===== config.mk =====
export PLATFORM = sky130hd
export DESIGN_NAME = chk_sync_fifo
export DESIGN_NICKNAME = d
export VERILOG_FILES = /design/src/rtl/mem_write_checker_chk_sync_fifo.sv
export SDC_FILE = /design/constraint.sdc
export NUM_CORES = 1
export LEC_CHECK = 0
export CELL_PAD_IN_SITES_DETAIL_PLACEMENT = 1
export CELL_PAD_IN_SITES_GLOBAL_PLACEMENT = 1
export CORE_UTILIZATION = 51
export CTS_CLUSTER_DIAMETER = 120
export CTS_CLUSTER_SIZE = 8
export DETAILED_ROUTE_END_ITERATION = 16
export GPL_ROUTABILITY_DRIVEN = 0
export PLACE_DENSITY_LB_ADDON = 0.1
export SYNTH_ARGS = -nofsm -noshare
export SYNTH_HDL_FRONTEND = slang
export SYNTH_SLANG_ARGS = --single-unit

===== constraint.sdc =====
create_clock -name clk -period 10.21 [get_ports clk]
set_input_delay 1.021 -clock clk [delete_from_list [all_inputs] [get_ports clk]]
set_output_delay 1.021 -clock clk [all_outputs]
set_load 0.02 [all_outputs]

===== src/rtl/mem_write_checker_chk_sync_fifo.sv =====
// chk_sync_fifo: DEPTH x W first-word-fall-through synchronous FIFO with
// synchronous flush. Pointers carry one extra wrap bit so full and empty are
// distinguishable when the index bits match.
module chk_sync_fifo #(
    parameter int unsigned DEPTH = 8,
    parameter int unsigned W     = 64
) (
    input  logic                     clk,
    input  logic                     reset,
    input  logic                     flush,
    input  logic                     push,
    input  logic                     pop,
    input  logic [W-1:0]             din,
    output logic [W-1:0]             dout,
    output logic                     full,
    output logic                     empty,
    output logic [$clog2(DEPTH):0]   count
);

    localparam int unsigned AW = $clog2(DEPTH);

    logic [W-1:0] mem [DEPTH];
    logic [AW:0]  wr_ptr;
    logic [AW:0]  rd_ptr;

    assign count = wr_ptr - rd_ptr;
    assign empty = (wr_ptr == rd_ptr);
    assign full  = (wr_ptr[AW] != rd_ptr[AW]) && (wr_ptr[AW-1:0] == rd_ptr[AW-1:0]);
    assign dout  = mem[rd_ptr[AW-1:0]];

    // Storage array; contents are only meaningful between the pointers.
    always_ff @(posedge clk) begin
        if (push && !full)
            mem[wr_ptr[AW-1:0]] <= din;
    end

    // Pointer update with flush overriding push/pop.
    always_ff @(posedge clk or negedge reset) begin
        if (!reset) begin
            wr_ptr <= '0;
            rd_ptr <= '0;
        end else if (flush) begin
            wr_ptr <= '0;
            rd_ptr <= '0;
        end else begin
            if (push && !full)
                wr_ptr <= wr_ptr + 1'b1;
            if (pop && !empty)
                rd_ptr <= rd_ptr + 1'b1;
        end
    end

endmodule


==> metrics.cfg <==
[clock_network]
postCtsSetupRepairBufs = 0
cts_resized = 0
cts_tree = done
ctsHoldBuffers = 0
htree_levels = 3
cts_buffers = 74
clk_path_buf_depth = 3
worstSkewPairLatency_ps = 570
cts.sinks = 520
cts_root_buffer = clkbuf_16
clk_pin_slew_worst_paths_ps = 50

[critical_path]
path_buf_inv = 3
worstPathRequired_ps = 9190
crit_type = register to output port
slowest_stage = dfrtp_4
cp_slowest_stage_delay_ps = 850
path_delay_family = buffers and inverters
cp_max_fo = 48
crit_chain = buf_4 -> buf_4 -> mux4_2 -> nand2_1 -> nand2_1 -> clkdlybuf4s50_1
end_kind = output port
startpoint_type = register
worstPathArrival_ps = 4090

[power]
internal_power_mw = 4.12
p_comb_share_pct = 14.7
netSwitchingFraction_pct = 23.4
pwr-share-seq_pct = 45.7
power_density_nw_per_um2 = 227
clockPowerShare_pct = 39.7
leakage_nw = 7.73
ir_worst_vdd_v = 0.000176
p_sw_mw = 1.26

[drt]
drt_iter0_markers = 595
wl_met2_um = 21900
wl_met1_um = 17600
vias = 9398
highest_layer = met5
drc = 0
routedWlPerCell_um = 25.7
routed-wl-met3_um = 2270
drt-pass1-iter-count = 4
wl_um = 42600
vias_per_cell = 5.68
drtAntennaViolNets = 0

[sta]
worstMarginPinSlew_ps = 1040
fin_crit_sh_pct = 50.1
grt_setup_unrepaired = false
fin_worst_skew_ps = 14.6
fin_setup_tns_ps = 0
maxSlewHeadroom_pct = 30.0
finalMaxSlewViolations = 0
fmax_ghz = 0.196
period_minus_slack_ps = 5110
hold_viol_final = 0
setup_violations = 0

[floorplanning]
dieHeight_um = 199
die_x_um = 199
rows = 71
ioPinCount = 139
start_util_pct = 52.3
die-area_um2 = 39700
core_area_um2 = 37900

[finish]
syn2layout_area_growth_pct = 19.8
diodes = 0
fillers = 3149
register_area_um2 = 15600
multi_input_area_um2 = 4010
final_cell_area_um2 = 23800
drive_gt1_share_pct = 20.8
nNetsFinal = 1202

[synthesis]
synth_area_um2 = 19800
synth-async-reset-ratio_pct = 1.54
syn_nets = 1018
synth.largest_area_cell = edfxtp_1
yosysMostFrequentCell = edfxtp_1
synth.area.top_cells = edfxtp_1 78%, mux4_2 15%, nand2_1 3.7%, dfrtp_1 1.0%, buf_6 0.62%
synth_commonest_cells = 512 x edfxtp_1, 194 x nand2_1, 128 x mux4_2
synth_cells = 943
yosysTopAreaCellShare_pct = 77.5
yosysSeqAreaShare_pct = 78.5
ys_types = 25
synth_area_per_cell_um2 = 21.0
yosysWarnings = 0
synth_seq_cells = 520
synth_edf_count = 512
ys.flop_type = edfxtp_1

[global_routing]
grt_pass1_vias = 10600
grtUsageTotal_pct = 22.6
grt_max_degree = 66
antenna_found_initial = 2
grt_pass1_wl_um = 64400
overflow = 0

[placement]
place_hpwl_um = 22200
portBuffers = 138
place_area_um2 = 21800

[min_path]
worstHoldPathType = register to register

[status]
outcome = finished, final reports clean

[flow_run]
maxCapViolations = 0

metrics by stage:
step	setup slack (ps)	hold WS [ps]	std cells	utilization [%]	total power, mW
final	5100	611	1656	62.6	5.38
after floorplan	1890	566	943	-	3.02
after global routing	4900	640	1656	62.6	5.57
after global placement	5640	584	1562	57.4	3.29
after detailed placement	5630	600	1562	57.4	3.30
after CTS	4980	616	1656	62.6	5.46
worst min-delay path: stages, from the launching register on:
cell and delay, ps:
dfrtp_1 400, xnor2_1 90, nor2_1 80
cell type report:
type / count / area share, %
sequential: 520 / 65.6
timing repair buffer: 154 / 6.32
clock buffer: 88 / 8.11
multi-input combinational: 370 / 16.9
inverter: 7 / 0.111
tap: 511 / 2.69
clock inverter: 6 / 0.284
cell usage in the layout, fill, tap and decap left out, types with 5 or more instances in the layout:
cell type	count
nand2_1	194
clkbuf_1	13
inv_1	6
ha_1	5
dfrtp_1	5
buf_4	16
mux4_2	128
xnor2_1	7
edfxtp_1	512
clkbuf_16	75
clkdlybuf4s50_1	138
nor2_1	10
routing by layer:
layer  vias up  track usage [%]
met5         -                0
met4         4             6.18
met3        71             5.16
met2       226             38.6
met1      4978             29.3
li1       4119                -
power by group through the flow:
stage                     clock network (mW)  logic, mW  registers [mW]
after floorplan                            0      0.550            2.47
after global placement                     0      0.792            2.50
after detailed placement                   0      0.804            2.50
after CTS                               2.19      0.809            2.46
after global routing                    2.26      0.850            2.46
final                                   2.14      0.790            2.46
kinds of logic after synthesis:
kind of cell             after synthesis  synth area share [%]
AO/OA/AOI/OAI                          9                 0.297
multiplexers                         130                  14.6
AND/OR/NAND/NOR                      215                  4.16
buffers and inverters                 53                  1.51
adder cells (fa/ha/maj)                6                 0.416
flip-flops                           520                  78.5
XOR/XNOR                              10                 0.442
registers in the layout (all words and copies together), names as in the netlist:
signal	count
mem	512
rd_ptr	4
wr_ptr	4
path summary, 6_finish.rpt:
check	startpoint	to	slack, ps	cells past startpoint
setup / recovery	rd_ptr[1]	dout[2]	5100	6
hold / removal	wr_ptr[3]	wr_ptr[3]	610	2
setup reg to reg	rd_ptr[0]	mem[4][41]	6160	5
hold reg to reg	wr_ptr[3]	wr_ptr[3]	610	2
max in group asynchronous	reset	rd_ptr[1]	9170	1
min in group asynchronous	reset	rd_ptr[3]	730	1
Power figures use the tool's default switching activity.
==> variant 1: new RTL, same settings <==
Put a register stage on the output `count`. The value now appears one clock later. The other outputs are not delayed to match.
--- a/src/rtl/mem_write_checker_chk_sync_fifo.sv
+++ b/src/rtl/mem_write_checker_chk_sync_fifo.sv
@@ -23,7 +23,9 @@
     logic [AW:0]  wr_ptr;
     logic [AW:0]  rd_ptr;
 
-    assign count = wr_ptr - rd_ptr;
+    always_ff @(posedge clk) begin
+        count <= wr_ptr - rd_ptr;
+    end
     assign empty = (wr_ptr == rd_ptr);
     assign full  = (wr_ptr[AW] != rd_ptr[AW]) && (wr_ptr[AW-1:0] == rd_ptr[AW-1:0]);
     assign dout  = mem[rd_ptr[AW-1:0]];
Check against the original RTL: not equivalent (a bounded check fails within 4 cycles, from zero or initial values and one cycle with reset low).
==> variant 1 against the unedited design <==
Total power rose by 1.5%. Largest power group unchanged. Synthesized cell count grew 0.42%. Count of clock-buffer cells in the layout up 1. Sequential cell count up 4. Area after synthesis is 0.40% higher. Sequential share of layout area decreased by 0.19 points. Setup slack improved by 86 ps. Routed wire length is 2.1% lower. Final area up 0.81%. First-iteration DRC count decreased by 8.9%.
==> variant 1: results (changes against the unedited design) <==
* Status: complete, no violations
* Overflow after GRT at 0 (unchanged)
* DR WL met2 at 20900 um (-4.8%)
* GR Util met2 at 36.4% (-2.2 points)
* IO buf count at 138 (unchanged)
* P_clk at 2.19 mW (+2%)
* Number of global-route vias before repair at 10400 (-1.4%)
* Seq pwr at 2.47 mW
* M1 wire length at 17900 um (+1.6%)
* Xor and xnor area share after synthesis at 0.440% (-0.0018 points)
* Placed Cells at 1575 (+0.83%)
* Sw power at 1.26 mW (about the same)
* Mux cell area share after synthesis at 14.6% (-0.059 points)
* Dpl cell area at 21900 um2 (+0.53%)
* Post-synthesis adder-cell area fraction at 0.415% (-0.0017 points)
* Met3 Wirelength at 2040 um (-10%)
* First-pass GRT wire length at 62800 um (-2.4%)
* Initial drt markers at 542 (-8.9%)
* Max layer used: met5
* Setup Skew at 12.2 ps (-2.43 ps)
* Initial antenna violation count at 4 (+2)
* Met3 Track Usage GR at 4.86% (-0.30 points)
* Synth area leaders: edfxtp_1 (77%), mux4_2 (14%), nand2_1 (3.7%)
* Via count at 9513 (+1.2%)
* Mapped Nets at 1022 (+0.39%)
* GR Util All Layers at 22.0% (-0.60 points)
* Net Sw Frac at 23.1% (-0.34 points)
* Largest net degree at the start of global routing at 107 (+62%)
* # fillers at 3234 (+2.7%)
* Crit-path max FO at 62 (+29%)
* Post-CTS setup buffer count at 0 (unchanged)
* Root buf cell: clkbuf_16
* Post_cts resized at 0 (unchanged)
* Sequential area share after synthesis at 78.6% (+0.086 points)
* Clock Path Buffers at 3 (unchanged)
* Dpl hpwl at 21100 um (-4.8%)
* Num CTS Buffers at 75 (+1.4%)
* Nets at 1209 (+0.58%)
* Leakage power at 7.81 nW (+1.0%)
* First-pass detailed-route iteration total at 5 (+1)
* Met1 Track Usage GR at 29.3% (about the same)
* Routed WL at 41700 um (-2.1%)
* Area fraction in compound gates after synthesis at 0.295% (-0.0012 points)
* Clock transition at path regs at 50 ps (about the same)
* Most common flop cell mapped by yosys: edfxtp_1
* Max VDD drop at 147 uV (-17%)
* Slew @ Worst Pin at 1030 ps (-13.8 ps)
* Layout cell share with drive strength beyond 1 at 21.0% (+0.22 points)
* Htree depth at 3 (unchanged)
* DP Worst Slack at 5770 ps (+141 ps)
* Cell variety after synth at 26 (+4.0%)
* Syn_area_per_cell at 21.0 um2 (about the same)
* Routed vias/inst at 5.69 (+0.20%)
* Critical path's largest stage delay at 840 ps
* Slowest cell on crit path: buf_4
* Warnings from Yosys at 0 (unchanged)
* Async SR Flop Fraction at 1.53% (-0.012 points)
## variant 1: cell type report
| type | instances | area [um2] | area share, % |
|---|---|---|---|
| multi-input combinational | 370 | 4010 | 16.7 |
| inverter | 7 | 26.3 | 0.110 |
| antenna | 3 | 7.51 | 0.0314 |
| sequential | 524 | 15700 | 65.4 |
| timing repair buffer | 156 | 1530 | 6.39 |
| clock inverter | 6 | 88.8 | 0.371 |
| clock buffer | 89 | 1970 | 8.23 |
| tap | 518 | 648 | 2.71 |
## variant 1: path summary, 6_finish.rpt
check | from | cells after the start | end | slack, ps
max | rd_ptr[1] | 6 | dout[30] | 5180
min | rd_ptr[3] | 2 | rd_ptr[3] | 600
max reg2reg | rd_ptr[0] | 5 | mem[6][20] | 6580
min reg2reg | rd_ptr[3] | 2 | rd_ptr[3] | 600
max in group asynchronous | reset | 1 | rd_ptr[0] | 9190
min in group asynchronous | reset | 1 | wr_ptr[0] | 730
==> variant 2: new RTL, same flow settings <==
Made on the original files. Set the parameter `W` to 32 (it was 64).
--- a/src/rtl/mem_write_checker_chk_sync_fifo.sv
+++ b/src/rtl/mem_write_checker_chk_sync_fifo.sv
@@ -3,7 +3,7 @@
 // distinguishable when the index bits match.
 module chk_sync_fifo #(
     parameter int unsigned DEPTH = 8,
-    parameter int unsigned W     = 64
+    parameter int unsigned W     = 32
 ) (
     input  logic                     clk,
     input  logic                     reset,
Interface: changed (resized din and dout); port bits go from 139 to 75. The function was not compared with the original's and may differ.
==> variant 2 against the unedited design <==
First-iteration DRC count decreased by 55%. Die area decreased by 48%. Area after synthesis decreased by 48%. Routed wire length decreased by 50%. Final area decreased by 48%. Clock power decreased by 49%. Sequential cell count decreased by 256. Setup slack improved by 710 ps. Global-route usage decreased by 0.61 points. Sequential share of layout area decreased by 1.7 points. Via count decreased by 47%. Total power decreased by 49%. Critical path type unchanged.
==> variant 2: results (changes against the unedited design) <==
* First-pass GRT wire length at 32400 um (-50%)
* # fillers at 1675 (-47%)
* Slew @ Worst Pin at 989 ps (-55.5 ps)
* Net Sw Frac at 23.3% (-0.16 points)
* Worst hold slack at 639 ps (+27.6 ps)
* Worst r2r path cells at 7 (+2)
* Post-synthesis adder-cell area fraction at 0.808% (+0.39 points)
* Largest net degree at the start of global routing at 69 (+4.5%)
* Worst r2r src: rd_ptr[2]
* GR Util All Layers at 22.0% (-0.61 points)
* Worst setup margin at 5800 ps (+707 ps)
* Slowest cell on crit path: buf_4
* Cell variety after synth at 28 (+12%)
* #MultiIn Comb at 210 (-43%)
* Dpl hpwl at 11700 um (-47%)
* Number of global-route vias before repair at 5580 (-47%)
* Reg2reg setup slack at 6640 ps (+480 ps)
* Status: complete, no violations
* Initial drt markers at 267 (-55%)
* Via count at 4976 (-47%)
* DP Worst Slack at 6200 ps (+575 ps)
* Htree depth at 2 (-1)
* Final core utilization at 63.3% (+0.64 points)
* Fraction of area in registers at 63.9% (-1.7 points)
* Nets at 652 (-46%)
* Layout cell share with drive strength beyond 1 at 20.9% (+0.11 points)
* Num CTS Buffers at 38 (-49%)
* Setup Skew at 11.2 ps (-3.43 ps)
* Pwr dens at 224 nW/um2 (-1.1%)
* Layout non-clock buf frac at 6.85% (+0.53 points)
[variant 2: changes by cell type after synthesis]
cell	unedited run	this run
o21ai_2	1	0
clkbuf_1	17	5
edfxtp_1	512	256
mux4_2	128	64
buf_4	0	2
nand2_1	194	98
buf_1	4	6
o21ai_4	0	1
xnor2_2	0	1
xnor2_1	7	6
buf_6	11	5
inv_1	7	6
clkinv_1	0	1
buf_2	14	5
[variant 2: worst max-delay path, delay by kind of cell (launching register included)]
| family | cells | cell delay (ps) |
|---|---|---|
| buffers and inverters | 2 | 1340 |
| DFF | 1 | 700 |
| muxes | 1 | 590 |
| and+or+nand+nor | 2 | 180 |
[variant 2: logic make-up after synthesis]
family | count (synthesis)
AOI/OAI and AO/OA | 9
DFF | 264
xor gates and xnor gates | 10
buffers and inverters | 30
and+or+nand+nor | 119
muxes | 66
adders and majority gates | 6
[variant 2: metal layers]
metal,part of all wire [%],GRT usage [%]
met5,0,0
met4,2.0,7.11
met3,4.3,3.60
met2,52,38.4
met1,42,28.3
